File: config.mk
export PLATFORM = sky130hd
export DESIGN_NAME = enemy_tank_controller
export DESIGN_NICKNAME = d
export VERILOG_FILES = /design/src/rtl/enemy_tank_controller.sv
export SDC_FILE = /design/constraint.sdc
export NUM_CORES = 1
export LEC_CHECK = 0
export BUFFER_PORTS_ARGS = -buffer_cell sky130_fd_sc_hd__buf_2
export CAP_MARGIN = 20
export CORE_UTILIZATION = 55
export CTS_BUF_LIST = sky130_fd_sc_hd__clkbuf_4 sky130_fd_sc_hd__clkbuf_8
export CTS_CLUSTER_SIZE = 16
export DETAILED_ROUTE_END_ITERATION = 7
export PLACE_DENSITY_LB_ADDON = 0.05
export SLEW_MARGIN = 25
export SYNTH_ARGS = -nofsm -noshare
export SYNTH_HDL_FRONTEND = slang
export SYNTH_SLANG_ARGS = --single-unit
File: constraint.sdc
create_clock -name clk -period 2.5 [get_ports clk]
set_input_delay 0.125 -clock clk [delete_from_list [all_inputs] [get_ports clk]]
set_output_delay 0.125 -clock clk [all_outputs]
set_load 0.005 [all_outputs]
File: src/rtl/enemy_tank_controller.sv
// Enemy tank movement/fire scheduler.
// Frame-paced wander, collision turns, periodic shots, death and respawn.
module enemy_tank_controller #(
  parameter int unsigned SPAWN_DELAY     = 60,
  parameter int unsigned MOVE_FRAMES_MIN = 32,
  parameter int unsigned TURN_PAUSE      = 4,
  parameter int unsigned FIRE_PERIOD     = 45,
  parameter logic [15:0] LFSR_SEED       = 16'hACE1
) (
  input  logic clk,
  input  logic resetN,
  input  logic startOfFrame,
  input  logic enable,
  input  logic collision,
  input  logic was_hit,
  input  logic fire_ack,
  output logic up_direction,
  output logic down_direction,
  output logic right_direction,
  output logic left_direction,
  output logic fire_req,
  output logic alive
);

  typedef enum logic [1:0] {
    S_SPAWN,
    S_MOVE,
    S_TURN,
    S_DEAD
  } state_t;

  localparam logic [7:0]  P_SPAWN = 8'(SPAWN_DELAY);
  localparam logic [7:0]  P_MOVE  = 8'(MOVE_FRAMES_MIN);
  localparam logic [7:0]  P_TURN  = 8'(TURN_PAUSE);
  localparam logic [7:0]  P_FIRE  = 8'(FIRE_PERIOD);
  localparam logic [15:0] P_TAPS  = 16'hB400;
  localparam logic [1:0]  D_DOWN  = 2'b01;

  state_t      r_state;
  logic [7:0]  r_cnt;
  logic [7:0]  r_run;
  logic [7:0]  r_fire_cnt;
  logic [1:0]  r_dir;
  logic        r_col_turn;
  logic [15:0] r_lfsr;
  logic [3:0]  r_dirs;
  logic        r_fire_req;
  logic        r_alive;

  logic        w_tick;
  logic [7:0]  w_cnt_inc;
  logic [7:0]  w_fire_inc;
  logic [15:0] w_lfsr_next;
  logic [7:0]  w_run_len;
  logic [1:0]  w_rnd_dir;
  logic [1:0]  w_turn_dir;
  logic        w_fire_tick;
  logic        w_fire_exp;

  // Direction code to {up,down,right,left}.
  function automatic logic [3:0] f_onehot(input logic [1:0] d);
    logic [3:0] v;
    v = 4'b0000;
    unique case (d)
      2'b00: v = 4'b1000;
      2'b01: v = 4'b0100;
      2'b10: v = 4'b0010;
      2'b11: v = 4'b0001;
    endcase
    return v;
  endfunction

  assign w_tick      = startOfFrame & enable;
  assign w_cnt_inc   = r_cnt + 8'd1;
  assign w_fire_inc  = r_fire_cnt + 8'd1;
  assign w_lfsr_next = r_lfsr[0] ? ((r_lfsr >> 1) ^ P_TAPS)
                                 : (r_lfsr >> 1);
  assign w_run_len   = P_MOVE + {2'b00, r_lfsr[5:2], 2'b00};
  assign w_rnd_dir   = r_lfsr[1:0];
  assign w_turn_dir  = (r_col_turn && (w_rnd_dir == r_dir))
                     ? r_dir + 2'd1 : w_rnd_dir;
  // Only frames that stay in MOVE feed the fire timer.
  assign w_fire_tick = w_tick && (r_state == S_MOVE)
                     && !was_hit && !collision;
  assign w_fire_exp  = w_fire_tick && (w_fire_inc == P_FIRE);

  assign up_direction    = r_dirs[3];
  assign down_direction  = r_dirs[2];
  assign right_direction = r_dirs[1];
  assign left_direction  = r_dirs[0];
  assign fire_req        = r_fire_req;
  assign alive           = r_alive;

  // Tank FSM with frame, run, fire counters and registered outputs.
  always_ff @(posedge clk or negedge resetN) begin
    if (!resetN) begin
      r_state    <= S_SPAWN;
      r_cnt      <= '0;
      r_run      <= '0;
      r_fire_cnt <= '0;
      r_dir      <= D_DOWN;
      r_col_turn <= 1'b0;
      r_lfsr     <= LFSR_SEED;
      r_dirs     <= '0;
      r_fire_req <= 1'b0;
      r_alive    <= 1'b0;
    end else if (!enable) begin
      r_dirs <= '0;
    end else begin
      r_lfsr <= w_lfsr_next;
      if (w_fire_tick) begin
        r_fire_cnt <= w_fire_exp ? 8'd0 : w_fire_inc;
      end
      if (w_fire_exp) begin
        r_fire_req <= 1'b1;
      end else if (fire_ack) begin
        r_fire_req <= 1'b0;
      end
      unique case (r_state)
        S_SPAWN: begin
          r_alive    <= 1'b0;
          r_dirs     <= '0;
          r_fire_req <= 1'b0;
          r_fire_cnt <= '0;
          if (w_tick) begin
            if (w_cnt_inc == P_SPAWN) begin
              r_state <= S_MOVE;
              r_cnt   <= '0;
              r_dir   <= D_DOWN;
              r_run   <= w_run_len;
              r_alive <= 1'b1;
              r_dirs  <= f_onehot(D_DOWN);
            end else begin
              r_cnt <= w_cnt_inc;
            end
          end
        end
        S_MOVE: begin
          if (was_hit) begin
            r_state    <= S_DEAD;
            r_cnt      <= '0;
            r_alive    <= 1'b0;
            r_dirs     <= '0;
            r_fire_req <= 1'b0;
            r_fire_cnt <= '0;
          end else if (collision) begin
            r_state    <= S_TURN;
            r_col_turn <= 1'b1;
            r_cnt      <= '0;
            r_dirs     <= '0;
          end else if (w_tick && (w_cnt_inc == r_run)) begin
            r_state    <= S_TURN;
            r_col_turn <= 1'b0;
            r_cnt      <= '0;
            r_dirs     <= '0;
          end else begin
            if (w_tick) begin
              r_cnt <= w_cnt_inc;
            end
            r_dirs <= f_onehot(r_dir);
          end
        end
        S_TURN: begin
          if (was_hit) begin
            r_state    <= S_DEAD;
            r_cnt      <= '0;
            r_alive    <= 1'b0;
            r_dirs     <= '0;
            r_fire_req <= 1'b0;
            r_fire_cnt <= '0;
          end else begin
            r_dirs <= '0;
            if (w_tick) begin
              if (w_cnt_inc == P_TURN) begin
                r_state <= S_MOVE;
                r_cnt   <= '0;
                r_dir   <= w_turn_dir;
                r_run   <= w_run_len;
                r_dirs  <= f_onehot(w_turn_dir);
              end else begin
                r_cnt <= w_cnt_inc;
              end
            end
          end
        end
        S_DEAD: begin
          r_state    <= S_SPAWN;
          r_cnt      <= '0;
          r_alive    <= 1'b0;
          r_dirs     <= '0;
          r_fire_req <= 1'b0;
          r_fire_cnt <= '0;
        end
      endcase
    end
  end

endmodule

==> summary.txt <==
status: complete, no violations
most frequent cells after synthesis: 39 x dfrtp_1, 36 x nand2_1, 15 x a21oi_1, 14 x nor2_1, 13 x mux2_2
I/O pin total: 13
grt ovf: 0
Slew @ Worst Pin: 579 ps
setup violators final: 0
setup TNS: 0 ps
startpoint class of the critical path: register
total number of vias: 2271
Worst Path Arrival: 2620 ps
FF-to-FF Start: r_cnt[1]$_DFFE_PN0P_
DP Worst Slack: 59.4 ps
initial DRC count: 110
final WL: 6.13 mm
Post-synth EDFFs: 0
type of destination of the critical path: register
CP max FO: 5
Post-synth ARST share: 1.00
core area: 4850 um2
Wirelength per Cell: 16.2 um
synth warn: 0
final period utilization: 0.964
Yosys cell types: 62
antenna cells: 0
net count after synthesis: 307
Detailed Place HPWL: 4.40 mm
Seq/Total Area, Yosys: 0.425
final setup margin: 89.6 ps
Vias/cell: 5.99
area share of the largest cell type after synthesis: 0.342
Fillers: 402
Non-Filler Instances: 379
critical path launch point: r_cnt[1]$_DFFE_PN0P_
placed cells: 369
FF+latch area: 1210 um2
Max Cap Violations: 0
Die Ht: 74.1 um
first-pass GRT wire length: 10.3 mm
TritonRoute pass-1 iters: 4
die width: 74.1 um
Rows: 25
share of post-route cells with drive strength above 1: 0.240
Setup CP Type: register to register
Max VDD drop: 0.576 mV
Die ar.: 5480 um2
largest net degree at the start of global routing: 47
Worst Skew: 8.13 ps
max-slew violation count: 0
min-delay src: collision
Tot GR Track Use: 0.245
IO buf count: 12
CTS tree: yes
Syn Area/Cell: 9.88 um2
synthesized area: 2860 um2
Routed Antenna Nets: 0
RSZ-0062 raised after global routing: yes
Clock Sink Count: 48
FF-to-FF path depth: 7
#FFs+latches synth: 48
synth-to-layout area growth: 13.0%
Skew-Pair Late Insertion Delay: 310 ps
reg2reg end: r_state[1]$_DFFE_PN0P_
clock transition at the registers of the reported paths: 100 ps
initial cell density of the core: 0.589
worst-case clock buffer depth: 2
Max Clk Rate: 415 MHz
Final Wtd Congestion: 0.842
Pleak: 1.39 nW
H-tree depth: 2
Multi-input gate area: 1590 um2
Max-Slew Margin vs Limit: 0.614
top_reg_cell synth: dfrtp_1
critical path capture point: r_state[1]$_DFFE_PN0P_
power density over the cells: 880 nW/um2
Final Hold Fails: 0
Synth area leaders: dfrtp_1 34%, dfstp_2 8.3%, mux2_2 5.1%
Critical Path RT: 2710 ps
internal reg-to-reg setup slack: 90 ps
worst min-delay path class: input pin to register
Final nets: 329
Synth Instances: 289
root buf cell: clkbuf_8
initial antenna violation count: 0
most frequent cell after synthesis: dfrtp_1
Synth area leader: dfrtp_1
CTS Buf Count: 5
DR DRC count: 0
Final min period: 2410 ps
vias in the first global route: 2157
==> flip-flops by register name (all words and copies together), names as in the netlist <==
register / flops
r_fire_cnt: 8
r_state: 2
r_col_turn: 1
r_cnt: 8
fire_req: 1
r_run: 5
r_lfsr: 16
r_dirs: 4
alive: 1
r_dir: 2
==> worst min-delay path by stage <==
stage	endpoint	cells past startpoint
3_5_place_dp	r_cnt[3]$_DFFE_PN0P_	1
5_1_grt	r_col_turn$_DFFE_PN0P_	2
3_3_place_gp	r_cnt[3]$_DFFE_PN0P_	1
2_1_floorplan	alive$_DFFE_PN0P_	0
4_1_cts	r_fire_cnt[4]$_DFFE_PN0P_	1
6_report	r_col_turn$_DFFE_PN0P_	2
==> final cells by class <==
class,count,share of cell area
clock buffers,5,0.0213
inverters,14,0.0163
flip-flops and latches,48,0.376
repair buffers,27,0.0551
well taps,67,0.0260
multi-input cells,215,0.491
clock inverters,3,0.0143
==> metrics by stage <==
stage / util / hold slack (ps) / cell area, um2 / total power, mW
floorplan: - / -171 / 2860 / 1.94
global placement: 0.626 / 356 / 3040 / 2.21
detailed placement: 0.626 / 349 / 3040 / 2.22
CTS: 0.650 / 15.3 / 3150 / 2.81
global route: 0.666 / 101 / 3230 / 3.03
finish: 0.666 / 100 / 3230 / 2.84
==> worst max-delay path, stage by stage, from the launching register on <==
cell	delay, ps
dfrtp_1	410
ha_1	200
or4b_4	540
o41ai_2	330
nor2_1	80
o41a_1	310
a41o_1	200
a311oi_1	250
==> repair_timing <==
item | in CTS | in global routing
hold buffers | 0 | 1
endpoints found under the hold margin | 0 | 39
gates resized for setup | 0 | 9
endpoints found under the setup margin | 0 | 9
setup buffers | 0 | 1
==> routing by layer <==
layer,GRT usage,up-vias,routed length [um]
li1,-,1101,-
met1,0.326,1104,2880
met2,0.400,56,2930
met3,0.0434,10,238
met4,0.0897,0,84
met5,0,-,0
==> power by group <==
part / total [mW] / switching (mW) / internal [mW] / leakage (nW)
sequential: 1.23 / 0.210 / 1.02 / 0.602
combinational: 1.03 / 0.565 / 0.466 / 0.739
clock: 0.576 / 0.275 / 0.301 / 0.0548
total: 2.84 / 1.05 / 1.79 / 1.39
==> cell families after synthesis <==
group / after synthesis / synth area share
DFF: 48 / 0.425
and+or+nand+nor: 94 / 0.166
AOI/OAI and AO/OA: 78 / 0.203
xor gates and xnor gates: 14 / 0.0429
muxes: 18 / 0.0758
buffers and inverters: 26 / 0.0394
adders and majority gates: 11 / 0.0482
==> layout by cell type (no fill, tap or decap), drive strengths merged, types with 2 or more instances in the layout <==
| cell type | Yosys | final |
|---|---|---|
| nand2 | 36 | 36 |
| a21o | 2 | 2 |
| a221o | 3 | 3 |
| buf | 7 | 26 |
| and4 | 2 | 2 |
| nor2 | 14 | 14 |
| a41o | 4 | 4 |
| ha | 11 | 11 |
| xnor2 | 10 | 10 |
| o21bai | 2 | 2 |
| mux2 | 17 | 17 |
| or3 | 2 | 2 |
| dfstp | 9 | 9 |
| and2 | 5 | 5 |
| nor2b | 2 | 2 |
| inv | 14 | 15 |
| nand3 | 12 | 12 |
| a31oi | 6 | 6 |
| a211oi | 3 | 3 |
| a2111oi | 5 | 5 |
| o21a | 2 | 2 |
| nor3 | 4 | 4 |
| o22ai | 2 | 2 |
| o21ai | 13 | 13 |
| xor2 | 4 | 4 |
| a22oi | 3 | 3 |
| o211a | 2 | 2 |
| o211ai | 2 | 2 |
| clkbuf | 5 | 5 |
| a22o | 4 | 4 |
| and3b | 2 | 2 |
| nand2b | 4 | 4 |
| nand4 | 4 | 4 |
| dfrtp | 39 | 39 |
| a21oi | 16 | 16 |
No activity file was read; power rests on OpenSTA's default activity.
